$ cat config.mk
export PLATFORM = sky130hd
export DESIGN_NAME = axis_pipe_fifo
export DESIGN_NICKNAME = d
export VERILOG_FILES = /design/src/rtl/axis_pkg.sv /design/src/rtl/axis_fifo_ctrl.sv /design/src/rtl/axis_pipe_fifo.sv
export SDC_FILE = /design/constraint.sdc
export NUM_CORES = 1
export LEC_CHECK = 0
export CORE_UTILIZATION = 55
export CTS_CLUSTER_SIZE = 14
export DETAILED_ROUTE_END_ITERATION = 10
export PLACE_DENSITY_LB_ADDON = 0.15
export SYNTH_ARGS = -nofsm -noshare
export SYNTH_HDL_FRONTEND = slang
export SYNTH_SLANG_ARGS = --single-unit
$ cat constraint.sdc
create_clock -name aclk -period 9.3 [get_ports aclk]
set_input_delay 1.395 -clock aclk [delete_from_list [all_inputs] [get_ports aclk]]
set_output_delay 1.395 -clock aclk [all_outputs]
set_load 0.1 [all_outputs]
$ cat src/rtl/axis_pkg.sv
`default_nettype none
// ----------------------------------------------------------------------------
// axis_pkg : shared AXI4-Stream widths, buffering modes and beat-width helper
// Rev 1.0
// ----------------------------------------------------------------------------
package axis_pkg;

   localparam int AXIS_TDATA_WIDTH = 32;
   localparam int AXIS_TID_WIDTH   = 8;
   localparam int AXIS_TDEST_WIDTH = 8;
   localparam int AXIS_TUSER_WIDTH = 8;
   localparam int AXIS_DEPTH       = 16;

   typedef enum logic {
      AXIS_CUT_THROUGH = 1'b0,
      AXIS_STORE_FWD   = 1'b1
   } axis_mode_e;

   // Packed beat: {twakeup, tlast, tuser, tdest, tid, tstrb, tkeep, tdata}
   function automatic int axis_beat_width(input int dw, input int iw, input int dsw, input int uw);
      return dw + 2 * (dw / 8) + iw + dsw + uw + 2;
   endfunction

endpackage
`default_nettype wire

$ cat src/rtl/axis_fifo_ctrl.sv
`default_nettype none
// ----------------------------------------------------------------------------
// axis_fifo_ctrl : wrap-bit read/write pointers, full/empty flags and fill level
// Rev 1.0
// ----------------------------------------------------------------------------
module axis_fifo_ctrl #(
   parameter int DEPTH = 16
) (
   input  logic                     aclk,
   input  logic                     areset,
   input  logic                     push,
   input  logic                     pop,
   output logic [$clog2(DEPTH)-1:0] wr_addr,
   output logic [$clog2(DEPTH)-1:0] rd_addr,
   output logic                     full,
   output logic                     empty,
   output logic [$clog2(DEPTH):0]   level
);

   localparam int AW = $clog2(DEPTH);

   logic [AW:0] wr_ptr;
   logic [AW:0] rd_ptr;

   always_ff @(posedge aclk) begin
      if (areset) begin
         wr_ptr <= '0;
         rd_ptr <= '0;
      end else begin
         if (push) wr_ptr <= wr_ptr + 1'b1;
         if (pop)  rd_ptr <= rd_ptr + 1'b1;
      end
   end

   // Extra MSB distinguishes full from empty when the address bits match.
   assign empty   = (wr_ptr == rd_ptr);
   assign full    = (wr_ptr[AW] != rd_ptr[AW]) && (wr_ptr[AW-1:0] == rd_ptr[AW-1:0]);
   assign level   = wr_ptr - rd_ptr;
   assign wr_addr = wr_ptr[AW-1:0];
   assign rd_addr = rd_ptr[AW-1:0];

endmodule
`default_nettype wire

$ cat src/rtl/axis_pipe_fifo.sv
`default_nettype none
// ----------------------------------------------------------------------------
// axis_pipe_fifo : AXI4-Stream FIFO buffer, cut-through or store-and-forward
// Rev 1.0
// ----------------------------------------------------------------------------
module axis_pipe_fifo
   import axis_pkg::*;
#(
   parameter int         TDATA_WIDTH = AXIS_TDATA_WIDTH,
   parameter int         TID_WIDTH   = AXIS_TID_WIDTH,
   parameter int         TDEST_WIDTH = AXIS_TDEST_WIDTH,
   parameter int         TUSER_WIDTH = AXIS_TUSER_WIDTH,
   parameter int         DEPTH       = AXIS_DEPTH,
   parameter axis_mode_e PACKET_MODE = AXIS_CUT_THROUGH
) (
   input  logic                       aclk,
   input  logic                       areset,
   input  logic [TDATA_WIDTH-1:0]     s_axis_tdata,
   input  logic [TDATA_WIDTH/8-1:0]   s_axis_tkeep,
   input  logic [TDATA_WIDTH/8-1:0]   s_axis_tstrb,
   input  logic [TID_WIDTH-1:0]       s_axis_tid,
   input  logic [TDEST_WIDTH-1:0]     s_axis_tdest,
   input  logic [TUSER_WIDTH-1:0]     s_axis_tuser,
   input  logic                       s_axis_tlast,
   input  logic                       s_axis_twakeup,
   input  logic                       s_axis_tvalid,
   output logic                       s_axis_tready,
   output logic [TDATA_WIDTH-1:0]     m_axis_tdata,
   output logic [TDATA_WIDTH/8-1:0]   m_axis_tkeep,
   output logic [TDATA_WIDTH/8-1:0]   m_axis_tstrb,
   output logic [TID_WIDTH-1:0]       m_axis_tid,
   output logic [TDEST_WIDTH-1:0]     m_axis_tdest,
   output logic [TUSER_WIDTH-1:0]     m_axis_tuser,
   output logic                       m_axis_tlast,
   output logic                       m_axis_twakeup,
   output logic                       m_axis_tvalid,
   input  logic                       m_axis_tready,
   output logic [$clog2(DEPTH):0]     level,
   output logic                       ovf_release
);

   localparam int AW = $clog2(DEPTH);
   localparam int LW = AW + 1;
   localparam int BW = axis_beat_width(TDATA_WIDTH, TID_WIDTH, TDEST_WIDTH, TUSER_WIDTH);

   logic [BW-1:0] mem [DEPTH];
   logic [BW-1:0] wr_beat;
   logic [BW-1:0] rd_beat;
   logic [AW-1:0] wr_addr;
   logic [AW-1:0] rd_addr;
   logic          full;
   logic          empty;
   logic          push;
   logic          pop;
   logic          push_last;
   logic          pop_last;
   logic          head_ready;
   logic [LW-1:0] pkt_cnt;
   logic          rel_q;

   axis_fifo_ctrl #(.DEPTH(DEPTH)) u_ctrl (
      .aclk    (aclk),
      .areset  (areset),
      .push    (push),
      .pop     (pop),
      .wr_addr (wr_addr),
      .rd_addr (rd_addr),
      .full    (full),
      .empty   (empty),
      .level   (level)
   );

   assign s_axis_tready = !full && !areset;
   assign push          = s_axis_tvalid && s_axis_tready;
   assign pop           = m_axis_tvalid && m_axis_tready;
   assign push_last     = push && s_axis_tlast;
   assign pop_last      = pop && m_axis_tlast;

   assign wr_beat = {s_axis_twakeup, s_axis_tlast, s_axis_tuser, s_axis_tdest,
                     s_axis_tid, s_axis_tstrb, s_axis_tkeep, s_axis_tdata};

   always_ff @(posedge aclk) begin
      if (push) mem[wr_addr] <= wr_beat;
   end

   // Store-and-forward holds the head back until a whole packet is stored,
   // unless an overlong packet has filled the buffer and forced a release.
   always_comb begin
      head_ready = 1'b1;
      if (PACKET_MODE == AXIS_STORE_FWD) head_ready = (pkt_cnt != '0) || rel_q;
   end

   assign m_axis_tvalid = !empty && head_ready && !areset;
   assign rd_beat       = m_axis_tvalid ? mem[rd_addr] : '0;

   assign {m_axis_twakeup, m_axis_tlast, m_axis_tuser, m_axis_tdest,
           m_axis_tid, m_axis_tstrb, m_axis_tkeep, m_axis_tdata} = rd_beat;

   always_ff @(posedge aclk) begin
      if (areset) begin
         pkt_cnt     <= '0;
         rel_q       <= 1'b0;
         ovf_release <= 1'b0;
      end else begin
         if (push_last && !pop_last)      pkt_cnt <= pkt_cnt + 1'b1;
         else if (pop_last && !push_last) pkt_cnt <= pkt_cnt - 1'b1;

         ovf_release <= 1'b0;
         if (pop_last) begin
            rel_q <= 1'b0;
         end else if ((PACKET_MODE == AXIS_STORE_FWD) && full && (pkt_cnt == '0) && !rel_q) begin
            rel_q       <= 1'b1;
            ovf_release <= 1'b1;
         end
      end
   end

endmodule
`default_nettype wire
==> impl_metrics.json, run 1 <==
{
  "drv_cap": 0,
  "finClkSkew_ns": 0.0253,
  "synth_ff_type": "edfxtp_1",
  "p_leak_nw": 14.0,
  "die_y_um": 274,
  "report.final.slew_viol_count": 0,
  "avgSynthCellArea_um2": 23.7,
  "port_buffers": 142,
  "via_count": 18400,
  "dr.pass1.iters": 8,
  "outcome": "finished, violations left",
  "insertion_delay_ns": 0.66,
  "grt_max_degree": 147,
  "top_usage_layer": "met2",
  "synth_top_cell_by_area": "edfxtp_1",
  "io_pins": 144,
  "ctsResizeCount": 0,
  "max_freq_mhz": 160,
  "grt_setup_unrepaired": "false",
  "dp_slack_ns": 3.03,
  "viasPerCell": 6.19,
  "cp.required_ns": 7.91,
  "clkSinkCount": 1070,
  "arrival_ns": 4.87,
  "fin_ws_ns": 3.04,
  "grt_pass1_vias": 19300,
  "netlist_area_um2": 40800,
  "antenna_found_initial": 6,
  "synthTopCellsByArea": "edfxtp_1 78%, mux4_2 15%, mux2i_1 3.3%, o22ai_1 1.0%, dfxtp_1 0.69%",
  "async_reset_ff_frac": 0,
  "synth_nets": 1797,
  "ys_seq_elements": 1070,
  "synth_seq_area_share": 0.785,
  "dpl.hpwl_um": 43200,
  "power.density_nw_per_um2": 227,
  "grt_remaining_overflow": 0,
  "tightestPinTransition_ns": 1.07,
  "critPathKind": "in2out",
  "crit_path_max_fanout": 66,
  "grt_use_met1": 0.335,
  "synth_top_area_frac": 0.778,
  "ir_drop_mv": 0.157,
  "drive_gt1_frac": 0.235,
  "grt_usage": 0.235,
  "numCtsBuffers": 105,
  "postSynthCellCount": 1717,
  "worstSetupEndpoint": "m_axis_tdata[24]",
  "hold_buffers": 0,
  "rrSetupSlack_ns": 4.93,
  "final_cell_mix": "1056 x edfxtp_1, 264 x mux4_2, 142 x clkdlybuf4s50_1",
  "core_area_um2": 73100,
  "cts_tree": "done",
  "final.min_clock_period_ns": 6.26,
  "grtUsageMet2": 0.382,
  "hp-class": "reg2reg",
  "p_total_mw": 10.6,
  "worst-r2r-cell-count": 6,
  "drc_errors": 11,
  "cts_setup_buffers": 0,
  "clock-root-buffer": "clkbuf_16",
  "ys.warnings.count": 0,
  "place.gp.congestion": 0.750,
  "final_common_cell": "edfxtp_1",
  "fin_crit_sh": 0.674,
  "slew_headroom": 0.285,
  "start_util": 0.558,
  "synth_cell_types": 36,
  "finalWirelength_um": 85800,
  "die-area_um2": 75200,
  "report.final.hold_viol_count": 0,
  "clock_path_buffers": 3,
  "drt_iter0_drc": 1713,
  "report.final.setup_viol": 0,
  "wl_per_cell_um": 28.9,
  "cp-end-kind": "output pin",
  "nets": 1992,
  "rows": 99,
  "regToRegStartpoint": "u_ctrl.wr_ptr[2]",
  "clk_pin_slew_ns": 0.06,
  "htreeDepth": 3,
  "whs_ns": 0.562,
  "rr_endpoint": "mem[4][36]",
  "synth-edff-count": 1056,
  "violations": "DRC",
  "finalSetupTns_ns": 0,
  "syn_to_final_growth_pct": 14.7,
  "worstSetupStartpoint": "areset",
  "crit_path_start_kind": "input port",
  "grt_use_met3": 0.0373,
  "grt_pass1_wl_um": 126000,
  "die_w_um": 274,
  "ant_nets": 0
}
-- cell usage after synthesis, types with 3 or more instances --
library cell  number
edfxtp_1        1056
a21oi_1            6
nand2b_1           3
xor2_1             3
inv_1              8
xnor2_1            8
nor2_1            22
ha_1               9
mux2i_1          133
buf_2             24
o22ai_1           66
dfxtp_1           14
clkbuf_1          22
nand2_1            7
buf_4             23
nor3_1             4
mux4_2           264
buf_1             25
-- power by group --
group	leakage, nW	switching (mW)	internal, mW
Sequential	9.63	0.0442	5.34
Combinational	2.78	0.782	0.366
Clock	1.63	1.73	2.37
Total	14.0	2.55	8.07
-- layer usage --
metal  part of all wire  wire, µm
met1               0.42     36300
met3              0.053      4550
met5            0.00042        36
met4              0.022      1860
met2               0.50     43000
-- stage by stage --
step | instance area [µm²] | util | cells
2_1_floorplan | 40800 | - | 1717
3_3_place_gp | 43400 | 0.594 | 2764
3_5_place_dp | 43400 | 0.594 | 2764
4_1_cts | 46700 | 0.639 | 2961
5_1_grt | 46700 | 0.639 | 2963
6_report | 46700 | 0.639 | 2964
-- layout make-up --
class / count / area, µm²
well taps: 959 / 1200
diodes: 3 / 7.51
clock inverters: 66 / 588
multi-input cells: 545 / 8380
inverters: 8 / 30.0
fillers: 4824 / 26400
repair buffers: 182 / 1770
clock buffers: 131 / 2750
flip-flops and latches: 1070 / 32000
-- registers in the layout (all words and copies together), names as in the netlist, named ones only --
name	count
mem	1056
u_ctrl.rd_ptr	5
u_ctrl.wr_ptr	5
-- kinds of logic after synthesis --
group           share of synthesized area
flops                               0.785
mux                                 0.179
buf+inv                            0.0122
compound gates                     0.0135
simple gates                      0.00464
xor+xnor                          0.00276
fa+ha+maj                         0.00325
other cells                     0.0000920
-- critical path, stage by stage --
cell	delay, ns
clkdlybuf4s50_1	0.78
a21oi_2	0.45
nand2_4	0.56
o22ai_1	0.41
clkdlybuf4s50_1	1.20
-- how the worst min path moves through the flow --
| stage | to | cells after the start | start |
|---|---|---|---|
| 4_1_cts | flop | 2 | u_ctrl.rd_ptr[3] |
| 6_report | u_ctrl.rd_ptr[3] | 2 | u_ctrl.rd_ptr[3] |
| 5_1_grt | flop | 2 | u_ctrl.rd_ptr[3] |
| 3_5_place_dp | flop | 2 | u_ctrl.rd_ptr[3] |
| 2_1_floorplan | flop | 2 | u_ctrl.rd_ptr[3] |
| 3_3_place_gp | u_ctrl.rd_ptr[3] | 2 | u_ctrl.rd_ptr[3] |
Note: power is estimated with default switching activity, not from simulation.
==> run 2: changes to the inputs <==
==> constraint.sdc (replaced) <==
create_clock -name aclk -period 6.1 [get_ports aclk]
set_input_delay 0.915 -clock aclk [delete_from_list [all_inputs] [get_ports aclk]]
set_output_delay 0.915 -clock aclk [all_outputs]
set_load 0.1 [all_outputs]
==> run 2 against run 1 <==
  * The flow still finishes with violations (DRC)
  * Sequential power is 52% higher
  * Sequential cell count stayed put
  * Clock skew is 0.0053 ns lower
  * Global-route usage is 0.85 points lower
  * Largest power group unchanged
==> impl_metrics.json, run 2 (same netlist as run 1, synthesis figures left out) <==
{
  "ir_drop_mv": 0.322,
  "crit_path_start_kind": "flop",
  "report.final.hold_viol_count": 0,
  "critPathKind": "reg2out",
  "regMostFlops": "mem",
  "nets": 1990,
  "cts_tree": "done",
  "report.final.slew_viol_count": 0,
  "drv_cap": 0,
  "power.density_nw_per_um2": 350,
  "tightestPinTransition_ns": 1.15,
  "post_dp_cell_area_um2": 43400,
  "grt_max_degree": 71,
  "io_pins": 144,
  "cts_setup_buffers": 0,
  "cp-end-kind": "output pin",
  "die_w_um": 274,
  "slew_headroom": 0.232,
  "whs_ns": 0.544,
  "finalSetupTns_ns": 0,
  "violations": "DRC",
  "finClkSkew_ns": 0.0200,
  "via_count": 18200,
  "dr.pass1.iters": 10,
  "ant_nets": 0,
  "grt_remaining_overflow": 0,
  "insertion_delay_ns": 0.66,
  "drive_gt1_frac": 0.271,
  "antenna_found_initial": 2,
  "clk_pin_slew_ns": 0.06,
  "crit_path_max_fanout": 66,
  "finalWirelength_um": 82500,
  "clkSinkCount": 1070,
  "max_freq_mhz": 212,
  "largest_reg_flops": 1056,
  "cp.required_ns": 5.18,
  "dp_slack_ns": 1.62,
  "hold_buffers": 0,
  "hp-class": "reg2reg",
  "dpl.hpwl_um": 44100,
  "viasPerCell": 6.15,
  "die-area_um2": 75200,
  "htreeDepth": 3,
  "syn_to_final_growth_pct": 14.9,
  "final.min_clock_period_ns": 4.72,
  "p_total_mw": 16.4,
  "drc_errors": 14,
  "grt_usage": 0.226,
  "outcome": "finished, violations left",
  "numCtsBuffers": 103,
  "report.final.setup_viol": 0,
  "fin_area_um2": 46800,
  "wl_per_cell_um": 27.9,
  "place.gp.congestion": 0.756,
  "p_leak_nw": 14.2,
  "rows": 99,
  "reg.largest.list": "mem x1056, u_ctrl.rd_ptr x5, u_ctrl.wr_ptr x5",
  "port_buffers": 142,
  "fin_crit_sh": 0.773,
  "grt_setup_unrepaired": "false",
  "clock-root-buffer": "clkbuf_16",
  "arrival_ns": 3.80,
  "start_util": 0.558,
  "core_area_um2": 73100,
  "final_cell_mix": "1056 x edfxtp_1, 264 x mux4_2, 133 x mux2i_1",
  "final_common_cell": "edfxtp_1",
  "drt_iter0_drc": 1516,
  "clock_path_buffers": 3,
  "die_y_um": 274,
  "grt_pass1_vias": 19000,
  "fin_ws_ns": 1.38,
  "ctsResizeCount": 0,
  "grt_pass1_wl_um": 123000
}
run 2: cell types whose count changed in the layout (fill, tap and decap cells not counted), sizes merged:
cell           delta
bufinv            +6
clkdlybuf4s50    -66
inv               -1
clkinvlp          +1
clkbuf            -2
clkinv           -10
buf              +66
diode             -2
run 2: report_power, final:
group	total, mW	internal [mW]	switching, mW	leakage, nW
logic	1.76	0.541	1.21	2.91
registers	8.19	8.13	0.0555	9.63
clock network	6.43	3.81	2.62	1.68
run 2: metal layers:
layer / share of wire / global-route usage
met3: 0.050 / 0.0381
met4: 0.020 / 0.0550
met2: 0.51 / 0.371
met5: 0.00016 / 0
met1: 0.42 / 0.321
run 2: final cells by class:
cell class              count  area, µm²
flip-flops and latches   1070      32000
fillers                  4814      26300
well taps                 959       1200
multi-input cells         545       8410
clock inverters            62        742
clock buffers             129       2700
diodes                      1       2.50
repair buffers            182       1740
inverters                   8       30.0
run 2: worst max-delay path: stages, from the launching register on:
cell and delay, ns:
dfxtp_1 0.69, ha_1 0.41, and4_1 0.34, a21oi_2 0.33, nand2_4 0.55, o22ai_1 0.43, buf_4 0.35
run 2: through the flow:
stage / utilization / std cells
floorplan: - / 1717
global placement: 0.594 / 2764
detailed placement: 0.594 / 2764
CTS: 0.641 / 2955
global route: 0.641 / 2956
finish: 0.641 / 2956
run 2: path summary, 6_finish.rpt:
path / start / endpoint / slack [ns] / cells past startpoint
hold reg to reg: u_ctrl.rd_ptr[3] / flop / 0.54 / 2
setup reg to reg: u_ctrl.wr_ptr[2] / mem[1][22] / 2.17 / 6
hold / removal: u_ctrl.rd_ptr[3] / flop / 0.54 / 2
setup / recovery: u_ctrl.wr_ptr[2] / m_axis_tid[6] / 1.38 / 6
